===== src/rtl/clb_pkg.sv =====
// Shared types and field widths for the clb_cluster configurable logic block.
package clb_pkg;

  localparam int SIGNAL_TYPE_W  = 2;
  localparam int SIGNAL_INDEX_W = 8;
  localparam int SRC_SPACE      = 2 ** SIGNAL_INDEX_W;
  localparam int CNT_W          = 7;

  typedef enum logic [SIGNAL_TYPE_W-1:0] {
    NEIGHBOUR = 2'd0,
    IO        = 2'd1,
    FEEDBACK  = 2'd2,
    CONST0    = 2'd3
  } t_input_type;

  typedef enum logic [2:0] {
    UNCFG,
    READ_TYPE,
    READ_INDEX,
    READ_TT,
    READ_MODE,
    CONFIGURED,
    ERROR
  } t_clb_state;

  function automatic logic is_read_state(input t_clb_state s);
    return (s == READ_TYPE) || (s == READ_INDEX) || (s == READ_TT) || (s == READ_MODE);
  endfunction

endpackage


===== src/rtl/axi_stream_if.sv =====
// Minimal AXI-Stream bundle used by the tile configuration chain.
interface axi_stream_if #(
  parameter int DATA_W = 8
) ();
  logic [DATA_W-1:0] tdata;
  logic              tvalid;
  logic              tready;
  logic              tlast;

  modport master (output tdata, output tvalid, output tlast, input tready);
  modport slave  (input tdata, input tvalid, input tlast, output tready);
endinterface


===== src/rtl/clb_lut_lane.sv =====
// One LUT lane: config registers, per-input source mux, truth table, q register.
// Output register select exists only when CLB_OUTPUT_FF_EN is defined.
import clb_pkg::*;

module clb_lut_lane #(
  parameter int NUM_LUTS              = 2,
  parameter int LUT_WIDTH             = 4,
  parameter int NUM_NEIGHBOUR_SIGNALS = 8,
  parameter int NUM_IO_SIGNALS        = 4,
  parameter int INP_W                 = 2
) (
  input  logic                             clk,
  input  logic                             rst_n,
  input  logic                             clr,
  input  logic                             sel,
  input  logic                             type_we,
  input  logic                             idx_we,
  input  logic                             tt_we,
  input  logic                             mode_we,
  input  logic [INP_W-1:0]                 wr_inp,
  input  logic [SIGNAL_INDEX_W-1:0]        wr_val,
  input  logic [LUT_WIDTH-1:0]             tt_addr,
  input  logic                             wr_bit,
  input  logic                             run_en,
  input  logic [NUM_NEIGHBOUR_SIGNALS-1:0] neighbours,
  input  logic [NUM_IO_SIGNALS-1:0]        io,
  input  logic [NUM_LUTS-1:0]              fb,
  output logic                             q,
  output logic                             lane_out
);

  localparam int TT_BITS = 2 ** LUT_WIDTH;
  localparam logic [LUT_WIDTH-1:0][SIGNAL_TYPE_W-1:0] TYPES_RST =
    {LUT_WIDTH{SIGNAL_TYPE_W'(CONST0)}};

  logic [LUT_WIDTH-1:0][SIGNAL_TYPE_W-1:0]  type_q, type_d;
  logic [LUT_WIDTH-1:0][SIGNAL_INDEX_W-1:0] idx_q, idx_d;
  logic [TT_BITS-1:0]                       tt_q, tt_d;
  logic                                     mode_q, mode_d;
  logic                                     q_q, q_d;
  logic [LUT_WIDTH-1:0]                     lut_in;
  logic                                     f;

  // Sources zero-extended to the full index space: an out-of-range index reads 0.
  logic [SRC_SPACE-1:0] nb_ext, io_ext, fb_ext;
  assign nb_ext = SRC_SPACE'(neighbours);
  assign io_ext = SRC_SPACE'(io);
  assign fb_ext = SRC_SPACE'(fb);

  for (genvar gi = 0; gi < LUT_WIDTH; gi++) begin : g_in
    assign lut_in[gi] =
      (t_input_type'(type_q[gi]) == NEIGHBOUR) ? nb_ext[idx_q[gi]] :
      (t_input_type'(type_q[gi]) == IO)        ? io_ext[idx_q[gi]] :
      (t_input_type'(type_q[gi]) == FEEDBACK)  ? fb_ext[idx_q[gi]] : 1'b0;
  end

  assign f = tt_q[lut_in];
  assign q = q_q;

`ifdef CLB_OUTPUT_FF_EN
  assign lane_out = mode_q ? q_q : f;
`else
  logic unused_mode;
  assign unused_mode = mode_q;
  assign lane_out    = f;
`endif

  always_comb begin
    type_d = type_q;
    idx_d  = idx_q;
    tt_d   = tt_q;
    mode_d = mode_q;
    q_d    = q_q;
    if (clr) begin
      type_d = TYPES_RST;
      idx_d  = '0;
      tt_d   = '0;
      mode_d = 1'b0;
      q_d    = 1'b0;
    end else begin
      if (sel && type_we) type_d[wr_inp] = wr_val[SIGNAL_TYPE_W-1:0];
      if (sel && idx_we)  idx_d[wr_inp]  = wr_val;
      if (sel && tt_we)   tt_d[tt_addr]  = wr_bit;
      if (sel && mode_we) mode_d         = wr_bit;
      if (run_en)         q_d            = f;
    end
  end

  always_ff @(posedge clk or negedge rst_n) begin
    if (!rst_n) begin
      type_q <= TYPES_RST;
      idx_q  <= '0;
      tt_q   <= '0;
      mode_q <= 1'b0;
      q_q    <= 1'b0;
    end else begin
      type_q <= type_d;
      idx_q  <= idx_d;
      tt_q   <= tt_d;
      mode_q <= mode_d;
      q_q    <= q_d;
    end
  end

endmodule


===== src/rtl/clb_cluster.sv =====
// Cluster of LUT lanes loaded bit-serially from one AXI-Stream config chain.
// Optional per-lane output register: define CLB_OUTPUT_FF_EN.
import clb_pkg::*;

module clb_cluster #(
  parameter int NUM_LUTS              = 2,
  parameter int LUT_WIDTH             = 4,
  parameter int NUM_NEIGHBOUR_SIGNALS = 8,
  parameter int NUM_IO_SIGNALS        = 4
) (
  input  logic                             clk,
  input  logic                             rst_n,
  input  logic                             cfg,
  axi_stream_if.slave                      cfg_bitstream,
  input  logic                             run,
  input  logic [NUM_NEIGHBOUR_SIGNALS-1:0] run_in_neighbours,
  input  logic [NUM_IO_SIGNALS-1:0]        run_in_io,
  output logic [NUM_LUTS-1:0]              run_out,
  output logic                             cfg_done,
  output logic                             cfg_error
);

  localparam int TT_BITS   = 2 ** LUT_WIDTH;
  localparam int LANE_W    = (NUM_LUTS > 1) ? $clog2(NUM_LUTS) : 1;
  localparam int INP_W     = (LUT_WIDTH > 1) ? $clog2(LUT_WIDTH) : 1;
  localparam int FSEL_W    = $clog2(SIGNAL_INDEX_W);
  localparam int LIM_W     = SIGNAL_INDEX_W + 1;

  t_clb_state                 state_q, state_d;
  logic [CNT_W-1:0]           bit_cnt_q, bit_cnt_d;
  logic [LANE_W-1:0]          lane_q, lane_d;
  logic [INP_W-1:0]           inp_q, inp_d;
  logic [SIGNAL_INDEX_W-1:0]  field_q, field_d, field_val;
  t_input_type                cur_type_q, cur_type_d;
  logic                       cfg_error_q, cfg_error_d;

  logic beat, bit_in, tready;
  logic type_we, idx_we, tt_we, mode_we, clr;
  logic lane_end, last_bit;
  logic [NUM_LUTS-1:0] q_all, lane_out;

  logic unused_tdata;
  assign unused_tdata = ^cfg_bitstream.tdata;

  assign tready              = is_read_state(state_q);
  assign cfg_bitstream.tready = tready;
  assign beat                = tready & cfg_bitstream.tvalid;
  assign bit_in              = cfg_bitstream.tdata[0];
  assign cfg_done            = (state_q == CONFIGURED);
  assign cfg_error           = cfg_error_q;
  assign run_out             = cfg_done ? lane_out : '0;

  function automatic logic idx_out_of_range(input t_input_type t,
                                            input logic [SIGNAL_INDEX_W-1:0] idx);
    logic [LIM_W-1:0] lim;
    case (t)
      NEIGHBOUR: lim = LIM_W'(NUM_NEIGHBOUR_SIGNALS);
      IO:        lim = LIM_W'(NUM_IO_SIGNALS);
      FEEDBACK:  lim = LIM_W'(NUM_LUTS);
      default:   return 1'b0;
    endcase
    return {1'b0, idx} >= lim;
  endfunction

  always_comb begin
    state_d     = state_q;
    bit_cnt_d   = bit_cnt_q;
    lane_d      = lane_q;
    inp_d       = inp_q;
    field_d     = field_q;
    cur_type_d  = cur_type_q;
    cfg_error_d = cfg_error_q;
    type_we     = 1'b0;
    idx_we      = 1'b0;
    tt_we       = 1'b0;
    mode_we     = 1'b0;
    clr         = 1'b0;
    lane_end    = 1'b0;
    last_bit    = 1'b0;
    // Field value including the bit arriving this cycle (fields are LSB first).
    field_val                         = field_q;
    field_val[bit_cnt_q[FSEL_W-1:0]]  = bit_in;

    case (state_q)
      UNCFG, CONFIGURED, ERROR: begin
        if (cfg) begin
          clr         = (state_q != UNCFG);
          state_d     = READ_TYPE;
          bit_cnt_d   = '0;
          lane_d      = '0;
          inp_d       = '0;
          field_d     = '0;
          cfg_error_d = 1'b0;
        end
      end
      READ_TYPE: begin
        if (beat) begin
          if (bit_cnt_q == CNT_W'(SIGNAL_TYPE_W - 1)) begin
            type_we    = 1'b1;
            cur_type_d = t_input_type'(field_val[SIGNAL_TYPE_W-1:0]);
            bit_cnt_d  = '0;
            field_d    = '0;
            state_d    = READ_INDEX;
          end else begin
            bit_cnt_d = bit_cnt_q + 1'b1;
            field_d   = field_val;
          end
        end
      end
      READ_INDEX: begin
        if (beat) begin
          if (bit_cnt_q == CNT_W'(SIGNAL_INDEX_W - 1)) begin
            idx_we    = 1'b1;
            if (idx_out_of_range(cur_type_q, field_val)) cfg_error_d = 1'b1;
            bit_cnt_d = '0;
            field_d   = '0;
            if (inp_q == INP_W'(LUT_WIDTH - 1)) begin
              inp_d   = '0;
              state_d = READ_TT;
            end else begin
              inp_d   = inp_q + 1'b1;
              state_d = READ_TYPE;
            end
          end else begin
            bit_cnt_d = bit_cnt_q + 1'b1;
            field_d   = field_val;
          end
        end
      end
      READ_TT: begin
        if (beat) begin
          tt_we = 1'b1;
          if (bit_cnt_q == CNT_W'(TT_BITS - 1)) begin
            bit_cnt_d = '0;
`ifdef CLB_OUTPUT_FF_EN
            state_d   = READ_MODE;
`else
            lane_end  = 1'b1;
`endif
          end else begin
            bit_cnt_d = bit_cnt_q + 1'b1;
          end
        end
      end
`ifdef CLB_OUTPUT_FF_EN
      READ_MODE: begin
        if (beat) begin
          mode_we  = 1'b1;
          lane_end = 1'b1;
        end
      end
`endif
      default: state_d = state_q;
    endcase

    if (lane_end) begin
      if (lane_q == LANE_W'(NUM_LUTS - 1)) begin
        last_bit = 1'b1;
        state_d  = CONFIGURED;
      end else begin
        lane_d  = lane_q + 1'b1;
        state_d = READ_TYPE;
      end
    end

    // tlast must mark exactly the final bit of the whole stream.
    if (beat && (cfg_bitstream.tlast != last_bit)) begin
      state_d     = ERROR;
      cfg_error_d = 1'b1;
    end
  end

  always_ff @(posedge clk or negedge rst_n) begin
    if (!rst_n) begin
      state_q     <= UNCFG;
      bit_cnt_q   <= '0;
      lane_q      <= '0;
      inp_q       <= '0;
      field_q     <= '0;
      cur_type_q  <= CONST0;
      cfg_error_q <= 1'b0;
    end else begin
      state_q     <= state_d;
      bit_cnt_q   <= bit_cnt_d;
      lane_q      <= lane_d;
      inp_q       <= inp_d;
      field_q     <= field_d;
      cur_type_q  <= cur_type_d;
      cfg_error_q <= cfg_error_d;
    end
  end

  for (genvar gi = 0; gi < NUM_LUTS; gi++) begin : g_lane
    clb_lut_lane #(
      .NUM_LUTS              (NUM_LUTS),
      .LUT_WIDTH             (LUT_WIDTH),
      .NUM_NEIGHBOUR_SIGNALS (NUM_NEIGHBOUR_SIGNALS),
      .NUM_IO_SIGNALS        (NUM_IO_SIGNALS),
      .INP_W                 (INP_W)
    ) u_lane (
      .clk        (clk),
      .rst_n      (rst_n),
      .clr        (clr),
      .sel        (lane_q == LANE_W'(gi)),
      .type_we    (type_we),
      .idx_we     (idx_we),
      .tt_we      (tt_we),
      .mode_we    (mode_we),
      .wr_inp     (inp_q),
      .wr_val     (field_val),
      .tt_addr    (bit_cnt_q[LUT_WIDTH-1:0]),
      .wr_bit     (bit_in),
      .run_en     (run & cfg_done),
      .neighbours (run_in_neighbours),
      .io         (run_in_io),
      .fb         (q_all),
      .q          (q_all[gi]),
      .lane_out   (lane_out[gi])
    );
  end

endmodule


===== src/flat_wrapper.sv =====
// flat-port wrapper written by rule: the top's interface ports become plain ports
module clb_cluster_flat 
#(
  parameter int NUM_LUTS              = 2,
  parameter int LUT_WIDTH             = 4,
  parameter int NUM_NEIGHBOUR_SIGNALS = 8,
  parameter int NUM_IO_SIGNALS        = 4
)
  (clk, rst_n, cfg, run, run_in_neighbours, run_in_io, run_out, cfg_done, cfg_error, cfg_bitstream_tdata, cfg_bitstream_tvalid, cfg_bitstream_tlast, cfg_bitstream_tready);
  axi_stream_if #(.DATA_W(8)) cfg_bitstream_i ();
  input  logic clk;
  input  logic rst_n;
  input  logic cfg;
  input  logic run;
  input  logic [NUM_NEIGHBOUR_SIGNALS-1:0] run_in_neighbours;
  input  logic [NUM_IO_SIGNALS-1:0] run_in_io;
  output logic [NUM_LUTS-1:0] run_out;
  output logic cfg_done;
  output logic cfg_error;
  input wire logic [$bits(cfg_bitstream_i.tdata)-1:0] cfg_bitstream_tdata;
  input wire logic [$bits(cfg_bitstream_i.tvalid)-1:0] cfg_bitstream_tvalid;
  input wire logic [$bits(cfg_bitstream_i.tlast)-1:0] cfg_bitstream_tlast;
  output wire logic [$bits(cfg_bitstream_i.tready)-1:0] cfg_bitstream_tready;
  assign cfg_bitstream_i.tdata = cfg_bitstream_tdata;
  assign cfg_bitstream_i.tvalid = cfg_bitstream_tvalid;
  assign cfg_bitstream_i.tlast = cfg_bitstream_tlast;
  assign cfg_bitstream_tready = cfg_bitstream_i.tready;
  clb_cluster #(.NUM_LUTS(NUM_LUTS), .LUT_WIDTH(LUT_WIDTH), .NUM_NEIGHBOUR_SIGNALS(NUM_NEIGHBOUR_SIGNALS), .NUM_IO_SIGNALS(NUM_IO_SIGNALS)) u_core (.clk(clk), .rst_n(rst_n), .cfg(cfg), .cfg_bitstream(cfg_bitstream_i), .run(run), .run_in_neighbours(run_in_neighbours), .run_in_io(run_in_io), .run_out(run_out), .cfg_done(cfg_done), .cfg_error(cfg_error));
endmodule

===== config.mk =====
export PLATFORM = sky130hd
export DESIGN_NAME = clb_cluster_flat
export DESIGN_NICKNAME = d
export VERILOG_FILES = /design/src/rtl/clb_pkg.sv /design/src/rtl/axi_stream_if.sv /design/src/rtl/clb_lut_lane.sv /design/src/rtl/clb_cluster.sv /design/src/flat_wrapper.sv
export SDC_FILE = /design/constraint.sdc
export NUM_CORES = 1
export LEC_CHECK = 0
export BUFFER_PORTS_ARGS = -buffer_cell sky130_fd_sc_hd__buf_4
export CORE_MARGIN = 3
export CORE_UTILIZATION = 23
export CTS_CLUSTER_DIAMETER = 50
export DETAILED_ROUTE_END_ITERATION = 12
export GPL_TIMING_DRIVEN = 0
export PLACE_DENSITY = 0.48
export SYNTH_ARGS = -nofsm -noshare
export SYNTH_HDL_FRONTEND = slang
export SYNTH_HIERARCHICAL = 1
export SYNTH_SLANG_ARGS = --single-unit

===== constraint.sdc =====
create_clock -name clk -period 3.8 [get_ports clk]
set_input_delay 0.38 -clock clk [delete_from_list [all_inputs] [get_ports clk]]
set_output_delay 0.38 -clock clk [all_outputs]
set_load 0.03 [all_outputs]

==> flow_metrics.py <==
metrics = {
    "placed_design": {
        "io_buffers": 23,
        "place_hpwl_um": 16400,
        "dp_worst_setup_slack_ns": 0.0482,
        "finalWeightedCongestion": 0.803,
    },
    "pwr": {
        "static-leakage-power_nw": 3.75,
        "clkPwrFrac_pct": 33.0,
        "sequentialPowerShare_pct": 36.5,
        "p_switching_mw": 1.92,
        "cellPowerDensity_mw_per_mm2": 552,
        "netSwitchingFraction_pct": 36.7,
        "internal_power_mw": 3.31,
        "fin_total_pwr_mw": 5.23,
        "comb_power_share_pct": 30.5,
        "power.ir.vdd_worst_mv": 0.207,
    },
    "timing": {
        "total_of_endpoints_with_negative_setup_slack_in_the_final_report": 0,
        "timing_worst_slew_pin_value_ns": 1.10,
        "rsz_0062_raised_after_global_routing": "no",
        "final.setup_skew_ns": 0.00854,
        "fin_hold_viols": 0,
        "setup_total_negative_slack_ns": 0,
        "min_period_ns": 3.58,
        "slew_violations": 0,
        "layout_worst_path_cycle_share_pct": 94.3,
        "final_critical_path_setup_slack_ns": 0.216,
        "timing.slew.headroom_pct": 26.1,
        "max_clock_freq_ghz": 0.279,
        "worst_hold_slack_ns": 0.354,
    },
    "worst_setup_path": {
        "worstSetupPathType": "flop to primary output",
        "startpoint_type": "flop",
        "critical_path_end_type": "primary output",
        "critical_path.cell_chain": "buf_2, mux4_2, nor3_1, nor2_1, a31oi_1, nor4_1, mux2i_1, mux2i_1, and2_1, buf_4",
        "slowest_delay_ns": 0.89,
        "slowest_stage": "nor4_1",
        "critPathMaxFanout": 5,
        "arrival_ns": 3.20,
        "critPathMostFrequentCell": "mux2i_1",
        "critical_path_required_ns": 3.42,
        "regToRegSetupSlack_ns": 0.22,
    },
    "synth": {
        "synth_warnings": 6,
        "syn-instance-count": 886,
        "postSynthNetCount": 921,
        "post_synth_design_cell_area_mm2": 0.00807,
        "syn-mean-instance-area_um2": 9.11,
    },
    "cts": {
        "cts.sink_count": 138,
        "inserted_clock_buffers": 17,
        "path_clk_slew_ns": 0.06,
        "post-cts-setup-buffers": 0,
        "cts_tree": "built",
        "htreeDepth": 4,
        "cts-root-buf": "clkbuf_16",
        "cts.path.max_buffers": 2,
        "insertion_delay_ns": 0.43,
    },
    "route": {
        "routed_wl_um": 24800,
        "avgViaCountPerCell": 4.99,
        "route.detailed.drc": 0,
        "routedWlPerCell_um": 17.9,
        "num_vias": 6948,
        "first_pass_iters": 5,
        "ant_nets": 0,
        "initialDrtViolationCount": 481,
    },
    "finish": {
        "mostFrequentLayoutCells": "177 x nand2_1, 118 x dfrtp_1, 93 x a21oi_1",
        "mostFrequentLayoutCell": "nand2_1",
        "ratio_of_cells_with_drive_above_1_in_the_final_layout_pct": 12.1,
        "num_antenna_cells": 0,
        "design.final.nets": 965,
        "synthToLayoutAreaGrowth_pct": 17.4,
        "final_core_util_pct": 27.9,
        "fillerInstances": 3655,
    },
    "die": {
        "floorplan.die.width_um": 193,
        "fp.coreArea_mm2": 0.0340,
        "floorplan.rows": 67,
        "design.die.area_mm2": 0.0374,
        "floorplan.io_pins": 31,
        "chipHeight_um": 193,
        "initial_core_util_pct": 23.7,
    },
    "global_route": {
        "groute.layer.met3.usage_pct": 2.61,
        "overflow": 0,
        "global_route.usage.met2_pct": 19.9,
        "grt.total_usage_pct": 13.2,
        "number_of_antenna_violations_at_the_first_check_in_global_routing": 0,
        "global_route_wire_length_before_repair_um": 39400,
        "globalRoute.busiestLayer": "met2",
        "grt_pass1_vias": 6739,
        "largest_net_degree_at_the_start_of_global_routing": 84,
        "global_route.usage.met1_pct": 19.4,
    },
    "outcome": {
        "outcome": "completed",
    },
    "min_path": {
        "holdCritPathClass": "input port to flop",
    },
    "job": {
        "max_capacitance_violation_total": 0,
    },
}
## worst paths after layout
| kind | startpoint | end | depth (start not counted) |
|---|---|---|---|
| setup / recovery | u_core/g_lane[1].u_lane/idx_q[16] | run_out[1] | 10 |
| hold / removal | cfg_bitstream_tdata[0] | u_core/g_lane[1].u_lane/tt_q[0] | 3 |
| setup reg to reg | u_core/state_q[1] | u_core/g_lane[1].u_lane/idx_q[7] | 10 |
| hold reg to reg | u_core/field_q[0] | u_core/field_q[0] | 1 |
| max in group asynchronous | rst_n | u_core/g_lane[1].u_lane/type_q[0] | 3 |
| min in group asynchronous | rst_n | u_core/state_q[1] | 2 |
## per-layer routing
metal | vias up | wire length [um]
met5 | - | 0
met4 | 0 | 353
met3 | 22 | 1120
met2 | 166 | 11000
met1 | 3457 | 12400
li1 | 3303 | -
## layout make-up
type                    count  area (um^2)  share of cell area [%]
plain buffers              43          204                    2.15
clock buffers              21          460                    4.86
clock inverters            11          145                    1.53
inverters                  24         90.1                   0.950
multi-input cells         681         4330                    45.7
flip-flops and latches    138         3480                    36.7
well taps                 448          561                    5.91
repair buffers             25          214                    2.26
## per-stage QoR
step | instance area (um^2) | instances
6_report | 9480 | 1391
5_1_grt | 9480 | 1391
4_1_cts | 9450 | 1391
3_5_place_dp | 8840 | 1358
3_3_place_gp | 8810 | 1357
2_1_floorplan | 8070 | 886
## critical path, delay by kind of cell (launching register included)
kind	cells	cell delay (ns)
AND/OR/NAND/NOR	4	1.23
multiplexers	3	0.79
flip-flops	1	0.35
buffers and inverters	2	0.35
AO/OA/AOI/OAI	1	0.05
## timing repair
item                       in CTS  in global routing
hold endpoints to repair       45                  0
resized for setup               0                  8
setup endpoints to repair       0                 18
hold buffers                    1                  0
## power groups by stage
stage	Combinational, mW	Clock (mW)	Sequential, mW
floorplan	1.07	0	1.86
CTS	1.59	1.77	1.90
detailed placement	1.58	0	1.92
global route	1.75	1.83	1.93
finish	1.60	1.73	1.91
global placement	1.59	0	1.92
## sequential cells by signal, indices dropped and copies added, names as in the netlist
name and count:
u_core/field_q 8, u_core/inp_q 2, u_core/cur_type_q 2, u_core/bit_cnt_q 7, u_core/g_lane.u_lane/q 2, u_core/lane_q 1, u_core/state_q 3, u_core/cfg_error 1
u_core/g_lane.u_lane/type_q 16, u_core/g_lane.u_lane/tt_q 32, u_core/g_lane.u_lane/idx_q 64
Power figures use the tool's default switching activity.
